--- src/rtl/vga_sync_generator.sv ---
// Raster timing source for the VGA path.
// A free-running pixel-enable divider paces horizontal and vertical counters.
// Two small state machines (one per axis) track the active, porch and sync regions.
// Each axis's sync level is registered once and then passed through an alignment
// shift register, so the pulses line up with the downstream colour pipeline.
// One-cycle line and frame ticks are also produced to pace the game logic.
module vga_sync_generator #(
  parameter int   H_DISPLAY  = 640,
  parameter int   H_FRONT    = 16,
  parameter int   H_SYNC     = 96,
  parameter int   H_BACK     = 48,
  parameter int   V_DISPLAY  = 480,
  parameter int   V_FRONT    = 10,
  parameter int   V_SYNC     = 2,
  parameter int   V_BACK     = 33,
  parameter int   CLK_DIV    = 1,
  parameter logic SYNC_POL   = 1'b0,
  parameter int   PIPE_DELAY = 2
) (
  input  logic       CLK,
  input  logic       RST_N,
  output logic [9:0] h_count,
  output logic [9:0] v_count,
  output logic       pix_en,
  output logic       display_en,
  output logic       display_en_d,
  output logic       VGA_HS,
  output logic       VGA_VS,
  output logic       line_tick,
  output logic       frame_tick
);

  localparam int H_TOTAL = H_DISPLAY + H_FRONT + H_SYNC + H_BACK;
  localparam int V_TOTAL = V_DISPLAY + V_FRONT + V_SYNC + V_BACK;

  // Last column/line of each region; a region is left when the counter advances past it.
  localparam logic [9:0] H_LAST     = 10'(H_TOTAL - 1);
  localparam logic [9:0] H_ACT_END  = 10'(H_DISPLAY - 1);
  localparam logic [9:0] H_FP_END   = 10'(H_DISPLAY + H_FRONT - 1);
  localparam logic [9:0] H_SYNC_END = 10'(H_DISPLAY + H_FRONT + H_SYNC - 1);
  localparam logic [9:0] V_LAST     = 10'(V_TOTAL - 1);
  localparam logic [9:0] V_ACT_END  = 10'(V_DISPLAY - 1);
  localparam logic [9:0] V_FP_END   = 10'(V_DISPLAY + V_FRONT - 1);
  localparam logic [9:0] V_SYNC_END = 10'(V_DISPLAY + V_FRONT + V_SYNC - 1);
  localparam logic [1:0] DIV_LAST   = 2'(CLK_DIV - 1);

  // The counters are 10 bits wide and the divider is 2 bits wide, so reject anything larger.
  generate
    if (H_TOTAL > 1024 || V_TOTAL > 1024 || CLK_DIV < 1 || CLK_DIV > 4 ||
        PIPE_DELAY < 0 || PIPE_DELAY > 7) begin : g_param_check
      $error("vga_sync_generator: raster totals must be <= 1024, CLK_DIV 1..4, PIPE_DELAY 0..7");
    end
  endgenerate

  typedef enum logic [1:0] {
    H_ST_ACT  = 2'd0,
    H_ST_FP   = 2'd1,
    H_ST_SYNC = 2'd2,
    H_ST_BP   = 2'd3
  } h_state_e;

  typedef enum logic [1:0] {
    V_ST_ACT  = 2'd0,
    V_ST_FP   = 2'd1,
    V_ST_SYNC = 2'd2,
    V_ST_BP   = 2'd3
  } v_state_e;

  logic [1:0] div_cnt_q, div_cnt_d;
  logic       pix_en_q, pix_en_d;
  logic [9:0] h_count_q, h_count_d;
  logic [9:0] v_count_q, v_count_d;
  h_state_e   h_state_q, h_state_d;
  v_state_e   v_state_q, v_state_d;
  logic       line_tick_q, line_tick_d;
  logic       frame_tick_q, frame_tick_d;
  logic       disp_en_q, disp_en_d;
  logic       hs_q, hs_d;
  logic       vs_q, vs_d;
  logic       h_wrap_s;
  logic       f_wrap_s;

  // A line wraps on the pixel enable at the last column; a frame also needs the last line.
  assign h_wrap_s = pix_en_q && (h_count_q == H_LAST);
  assign f_wrap_s = h_wrap_s && (v_count_q == V_LAST);

  // Pixel-enable divider: pix_en is raised for one cycle in every CLK_DIV.
  always_comb begin
    div_cnt_d = div_cnt_q;
    pix_en_d  = 1'b0;
    if (div_cnt_q == DIV_LAST) begin
      div_cnt_d = 2'd0;
      pix_en_d  = 1'b1;
    end else begin
      div_cnt_d = div_cnt_q + 2'd1;
      pix_en_d  = 1'b0;
    end
  end

  // Raster counters: the column advances on pix_en, and the line advances on a column wrap.
  always_comb begin
    h_count_d = h_count_q;
    v_count_d = v_count_q;
    if (h_wrap_s) begin
      h_count_d = 10'd0;
      if (v_count_q == V_LAST) begin
        v_count_d = 10'd0;
      end else begin
        v_count_d = v_count_q + 10'd1;
      end
    end else if (pix_en_q) begin
      h_count_d = h_count_q + 10'd1;
    end else begin
      h_count_d = h_count_q;
    end
  end

  // Horizontal region tracker: moves on the pixel enable at each region's last column.
  always_comb begin
    h_state_d = h_state_q;
    case (h_state_q)
      H_ST_ACT: begin
        if (pix_en_q && (h_count_q == H_ACT_END)) h_state_d = H_ST_FP;
        else                                      h_state_d = H_ST_ACT;
      end
      H_ST_FP: begin
        if (pix_en_q && (h_count_q == H_FP_END)) h_state_d = H_ST_SYNC;
        else                                     h_state_d = H_ST_FP;
      end
      H_ST_SYNC: begin
        if (pix_en_q && (h_count_q == H_SYNC_END)) h_state_d = H_ST_BP;
        else                                       h_state_d = H_ST_SYNC;
      end
      H_ST_BP: begin
        if (h_wrap_s) h_state_d = H_ST_ACT;
        else          h_state_d = H_ST_BP;
      end
      default: h_state_d = H_ST_ACT;
    endcase
  end

  // Vertical region tracker: moves only on a line wrap at each region's last line.
  always_comb begin
    v_state_d = v_state_q;
    case (v_state_q)
      V_ST_ACT: begin
        if (h_wrap_s && (v_count_q == V_ACT_END)) v_state_d = V_ST_FP;
        else                                      v_state_d = V_ST_ACT;
      end
      V_ST_FP: begin
        if (h_wrap_s && (v_count_q == V_FP_END)) v_state_d = V_ST_SYNC;
        else                                     v_state_d = V_ST_FP;
      end
      V_ST_SYNC: begin
        if (h_wrap_s && (v_count_q == V_SYNC_END)) v_state_d = V_ST_BP;
        else                                       v_state_d = V_ST_SYNC;
      end
      V_ST_BP: begin
        if (f_wrap_s) v_state_d = V_ST_ACT;
        else          v_state_d = V_ST_BP;
      end
      default: v_state_d = V_ST_ACT;
    endcase
  end

  // Output next state: the ticks and display enable align with the new counter values.
  // The raw sync levels are sampled from the current region, which adds one cycle of latency.
  always_comb begin
    line_tick_d  = h_wrap_s;
    frame_tick_d = f_wrap_s;
    disp_en_d    = (h_state_d == H_ST_ACT) && (v_state_d == V_ST_ACT);
    hs_d         = (h_state_q == H_ST_SYNC) ? SYNC_POL : ~SYNC_POL;
    vs_d         = (v_state_q == V_ST_SYNC) ? SYNC_POL : ~SYNC_POL;
  end

  // Core state registers. (0,0) is a visible pixel, so the display enable resets high.
  always_ff @(posedge CLK or negedge RST_N) begin
    if (!RST_N) begin
      div_cnt_q    <= 2'd0;
      pix_en_q     <= 1'b0;
      h_count_q    <= 10'd0;
      v_count_q    <= 10'd0;
      h_state_q    <= H_ST_ACT;
      v_state_q    <= V_ST_ACT;
      line_tick_q  <= 1'b0;
      frame_tick_q <= 1'b0;
      disp_en_q    <= 1'b1;
      hs_q         <= ~SYNC_POL;
      vs_q         <= ~SYNC_POL;
    end else begin
      div_cnt_q    <= div_cnt_d;
      pix_en_q     <= pix_en_d;
      h_count_q    <= h_count_d;
      v_count_q    <= v_count_d;
      h_state_q    <= h_state_d;
      v_state_q    <= v_state_d;
      line_tick_q  <= line_tick_d;
      frame_tick_q <= frame_tick_d;
      disp_en_q    <= disp_en_d;
      hs_q         <= hs_d;
      vs_q         <= vs_d;
    end
  end

  // The alignment delay runs on every CLK, independent of the pixel enable.
  generate
    if (PIPE_DELAY == 0) begin : g_no_delay
      assign VGA_HS       = hs_q;
      assign VGA_VS       = vs_q;
      assign display_en_d = disp_en_q;
    end else begin : g_delay
      logic [PIPE_DELAY-1:0] hs_pipe_q;
      logic [PIPE_DELAY-1:0] vs_pipe_q;
      logic [PIPE_DELAY-1:0] de_pipe_q;

      // Shift registers that line the syncs and the enable up with the colour pipeline.
      always_ff @(posedge CLK or negedge RST_N) begin
        if (!RST_N) begin
          hs_pipe_q <= {PIPE_DELAY{~SYNC_POL}};
          vs_pipe_q <= {PIPE_DELAY{~SYNC_POL}};
          de_pipe_q <= '0;
        end else begin
          hs_pipe_q[0] <= hs_q;
          vs_pipe_q[0] <= vs_q;
          de_pipe_q[0] <= disp_en_q;
          for (int i = 1; i < PIPE_DELAY; i++) begin
            hs_pipe_q[i] <= hs_pipe_q[i-1];
            vs_pipe_q[i] <= vs_pipe_q[i-1];
            de_pipe_q[i] <= de_pipe_q[i-1];
          end
        end
      end

      assign VGA_HS       = hs_pipe_q[PIPE_DELAY-1];
      assign VGA_VS       = vs_pipe_q[PIPE_DELAY-1];
      assign display_en_d = de_pipe_q[PIPE_DELAY-1];
    end
  endgenerate

  assign h_count    = h_count_q;
  assign v_count    = v_count_q;
  assign pix_en     = pix_en_q;
  assign display_en = disp_en_q;
  assign line_tick  = line_tick_q;
  assign frame_tick = frame_tick_q;

endmodule

--- config.mk ---
export PLATFORM = sky130hd
export DESIGN_NAME = vga_sync_generator
export DESIGN_NICKNAME = d
export VERILOG_FILES = /design/src/rtl/vga_sync_generator.sv
export SDC_FILE = /design/constraint.sdc
export NUM_CORES = 1
export LEC_CHECK = 0
export BUFFER_PORTS_ARGS = -buffer_cell sky130_fd_sc_hd__buf_2
export CAP_MARGIN = 10
export CORE_MARGIN = 2
export CORE_UTILIZATION = 44
export CTS_BUF_LIST = sky130_fd_sc_hd__clkbuf_8
export CTS_CLUSTER_SIZE = 14
export DETAILED_ROUTE_END_ITERATION = 10
export PLACE_DENSITY = 0.73
export SYNTH_ARGS = -nofsm -noshare
export SYNTH_HDL_FRONTEND = slang
export SYNTH_SLANG_ARGS = --single-unit
--- constraint.sdc ---
create_clock -name CLK -period 1.8 [get_ports CLK]
set_input_delay 0.27 -clock CLK [delete_from_list [all_inputs] [get_ports CLK]]
set_output_delay 0.27 -clock CLK [all_outputs]
set_load 0.1 [all_outputs]
==> results.cfg <==
[outcome]
status = complete, no violations

[logic_synthesis]
syn-num-nets = 173
ys_ff_latch = 38
synth_top_area_share_pct = 42.85
synth_top_family_by_area = simple AND/OR/NAND/NOR gates
synthTopCellsByArea = dfrtp_1 43%, dfstp_2 10%, ha_1 4.1%
synth_area_mm2 = 0.001810
synthFlopType = dfrtp_1
yosys.area_share.simple_pct = 23.84
ys_seq_area_share_pct = 53.01
synth.area.mux_share_pct = 4.008
ys_types = 44
synth_edf_count = 0
synth-compound-area-share_pct = 6.496
postSynthCellCount = 165
ys_warn_count = 0
synth-async-reset-ratio_pct = 100.0
synth-xor-area-share_pct = 4.838
yosysTopAreaCell = dfrtp_1
syn_avg_cell_area_um2 = 10.97
synthAdderAreaFrac_pct = 4.147

[pwr]
leakage_nw = 0.9433
power_density_mw_per_mm2 = 666.7
power_switching_uw = 311.5
seqPwrFrac_pct = 58.0
p_int_mw = 1.159
switching_share_pct = 21.18
p_clk_share_pct = 40.7
power_frac_comb_pct = 1.2
peakVddDrop_mv = 0.4360

[floorplanning]
dieArea_mm2 = 0.004644
num_rows = 23
start_util_pct = 45.59
pin_count = 29
core_area_mm2 = 0.003971
dieWidth_um = 68.15
die_h_um = 68.15

[critical_path]
reg2reg_to = v_state_q[1]
critPathLaunchType = flop
worst-path-buf-inv = 0
worstPathRequired_ns = 2.01
r2r-start = h_count[1]
reg2regPathDepth = 5
arrival_ns = 1.94
r2r_slack_ns = 0.07
critPathKind = flop to flop
crit_family = simple AND/OR/NAND/NOR gates
cp_slowest_stage_delay_ns = 0.52
crit_chain = ha_4 -> and4_4 -> nand3_4 -> or4_1 -> a21oi_1
cp_max_fo = 9
end_kind = flop
critPathSlowestCell = or4_1

[route]
viasPerCell = 5.271
avgRoutedWirePerCell_um = 14.11
initialDrtViolationCount = 70
num_vias = 1344
drc = 0
ant_nets = 0
routed_wl_mm = 3.599
drt-pass1-iter-count = 4

[timing]
setup_tns_ns = 0
period_minus_slack_ns = 1.725
fin_crit_sh_pct = 95.84
setup_viol = 0
max_slew_margin_pct = 67.45
hold_violations = 0
tightestPinTransition_ns = 0.4917
max_freq_mhz = 579.7
skew_ns = 0.004724
slew_violations = 0
rsz0062_at_grt = false

[cells_and_area]
drive_gt1_share_pct = 40.00
fillers = 355
nets = 212
n_antenna_cell = 0
areaGrowthSynthToFinish_pct = 21.84
final_util_pct = 55.55
fin_cells = 255

[global_routing]
grt_pass1_wl_mm = 5.996
grt_use_met2_pct = 28.40
met3_usage_pct = 4.441
grt_usage_pct = 17.89
grt_start_max_net_pins = 39
grt_pass1_vias = 1282
busiest_layer = met2
grt-ovfl-total = 0
antenna_found_initial = 0
gr-usage-met1_pct = 22.62

[clock_network]
cts-root-buf = clkbuf_8
cts_tree = yes
cts.sinks = 38
clk_pin_slew_ns = 0.07
worstSkewPairLatency_ns = 0.29
cts_buffers = 5
cts_resized = 0
hold_buffers = 0
cts_max_level = 2
cts_setup_buffers = 0
cts_buffer_depth = 2

[placed_design]
port_buffers = 28
hpwl_mm = 2.595
dpl.cell_count = 247
place_congestion = 0.8714

[flow_run]
drv_cap = 0

[worst_hold_path]
min_path_type = input pin to asynchronous set/reset pin
[layout by cell type, fill, tap and decap left out, types with 2 or more instances in the layout]
| cell type | netlist | final |
|---|---|---|
| dfstp_2 | 7 | 7 |
| a21oi_1 | 8 | 8 |
| o31ai_1 | 2 | 2 |
| mux2i_1 | 5 | 5 |
| nand3_1 | 11 | 11 |
| buf_2 | 2 | 28 |
| dfrtp_1 | 31 | 10 |
| dfrtp_2 | 0 | 14 |
| nand4_1 | 7 | 7 |
| buf_4 | 2 | 9 |
| clkbuf_8 | 0 | 6 |
| nor2_1 | 8 | 8 |
| dfrtp_4 | 0 | 7 |
| nand2_1 | 11 | 11 |
| a31oi_1 | 2 | 2 |
| nor4_2 | 1 | 2 |
| nand2b_1 | 2 | 2 |
| or3_1 | 2 | 2 |
| and3b_1 | 2 | 2 |
| inv_1 | 9 | 10 |
| or3b_1 | 2 | 2 |
| ha_1 | 6 | 5 |
| o21ai_0 | 7 | 7 |
| xor2_1 | 6 | 6 |
| xnor2_1 | 4 | 4 |
| nor4_1 | 3 | 2 |
| and3_1 | 2 | 2 |
| nor3_1 | 4 | 4 |
[Yosys cell counts (3+ instances only)]
| library cell | count |
|---|---|
| a21oi_1 | 8 |
| dfrtp_1 | 31 |
| dfstp_2 | 7 |
| ha_1 | 6 |
| inv_1 | 9 |
| mux2i_1 | 5 |
| nand2_1 | 11 |
| nand3_1 | 11 |
| nand4_1 | 7 |
| nor2_1 | 8 |
| nor3_1 | 4 |
| nor4_1 | 3 |
| o21ai_0 | 7 |
| xnor2_1 | 4 |
| xor2_1 | 6 |
[how the worst max path moves through the flow]
stage	to	startpoint	cells past startpoint	slack, ns
2_1_floorplan	v_state_q[1]	h_count[1]	5	-0.05
3_3_place_gp	v_state_q[1]	h_count[0]	5	0.12
3_5_place_dp	v_state_q[1]	h_count[1]	5	0.09
4_1_cts	v_state_q[1]	h_count[1]	5	0.07
5_1_grt	v_state_q[1]	h_count[1]	5	0.004
6_report	v_state_q[1]	h_count[1]	5	0.07
[final cells by class]
type                    instances  area [um2]  area share [%]
clock buffers                   6       82.58           3.744
flip-flops and latches         38        1003           45.49
well taps                      50       62.56           2.836
clock inverters                 2       8.758          0.3970
multi-input cells             112       803.3           36.42
inverters                      10       37.54           1.702
repair buffers                 37       207.7           9.416
[cell families after synthesis]
group / count (synthesis)
DFF: 38
adders and majority gates: 6
AOI/OAI and AO/OA: 21
and+or+nand+nor: 68
buffers and inverters: 15
xor gates and xnor gates: 10
muxes: 7
[state kept, by name, summed over array words and instances (netlist names), 2 cells and up]
| register | flops |
|---|---|
| h_count | 10 |
| v_count | 10 |
| div_cnt_q | 2 |
| g_delay.de_pipe_q | 2 |
| g_delay.hs_pipe_q | 2 |
| g_delay.vs_pipe_q | 2 |
| h_state_q | 2 |
| v_state_q | 2 |
[routing by layer]
metal | part of all wire (%) | up-vias | wire (um)
met5 | 0 | - | 0
met4 | 1.7 | 0 | 61
met3 | 3.3 | 5 | 118
met2 | 49 | 22 | 1747
met1 | 46 | 650 | 1672
li1 | - | 667 | -
[power groups by stage]
stage               clock network, mW  registers [mW]   logic [mW]
floorplan                           0           0.870  0.000000291
detailed placement                  0           0.870       0.0198
CTS                             0.619           0.853       0.0200
global route                    0.654           0.853       0.0221
finish                          0.599           0.854       0.0183
global placement                    0           0.870       0.0196
[worst reg2reg max path: stages, from the launching register on]
cell and delay [ns]:
dfrtp_4 0.45, ha_4 0.16, and4_4 0.26, nand3_4 0.12, or4_1 0.52, a21oi_1 0.14
[metrics by stage]
stage	power, mW	instance area, um2	hold slack [ns]	setup WS (ns)
6_report	1.471	2206	0.01703	0.07484
4_1_cts	1.493	2206	0.03165	0.06922
3_5_place_dp	0.8900	2115	0.3482	0.09481
2_1_floorplan	0.8704	1881	-0.02559	-0.04674
3_3_place_gp	0.8898	2115	0.3464	0.1217
5_1_grt	1.530	2206	0.06311	0.004246
Power figures use the tool's default switching activity.
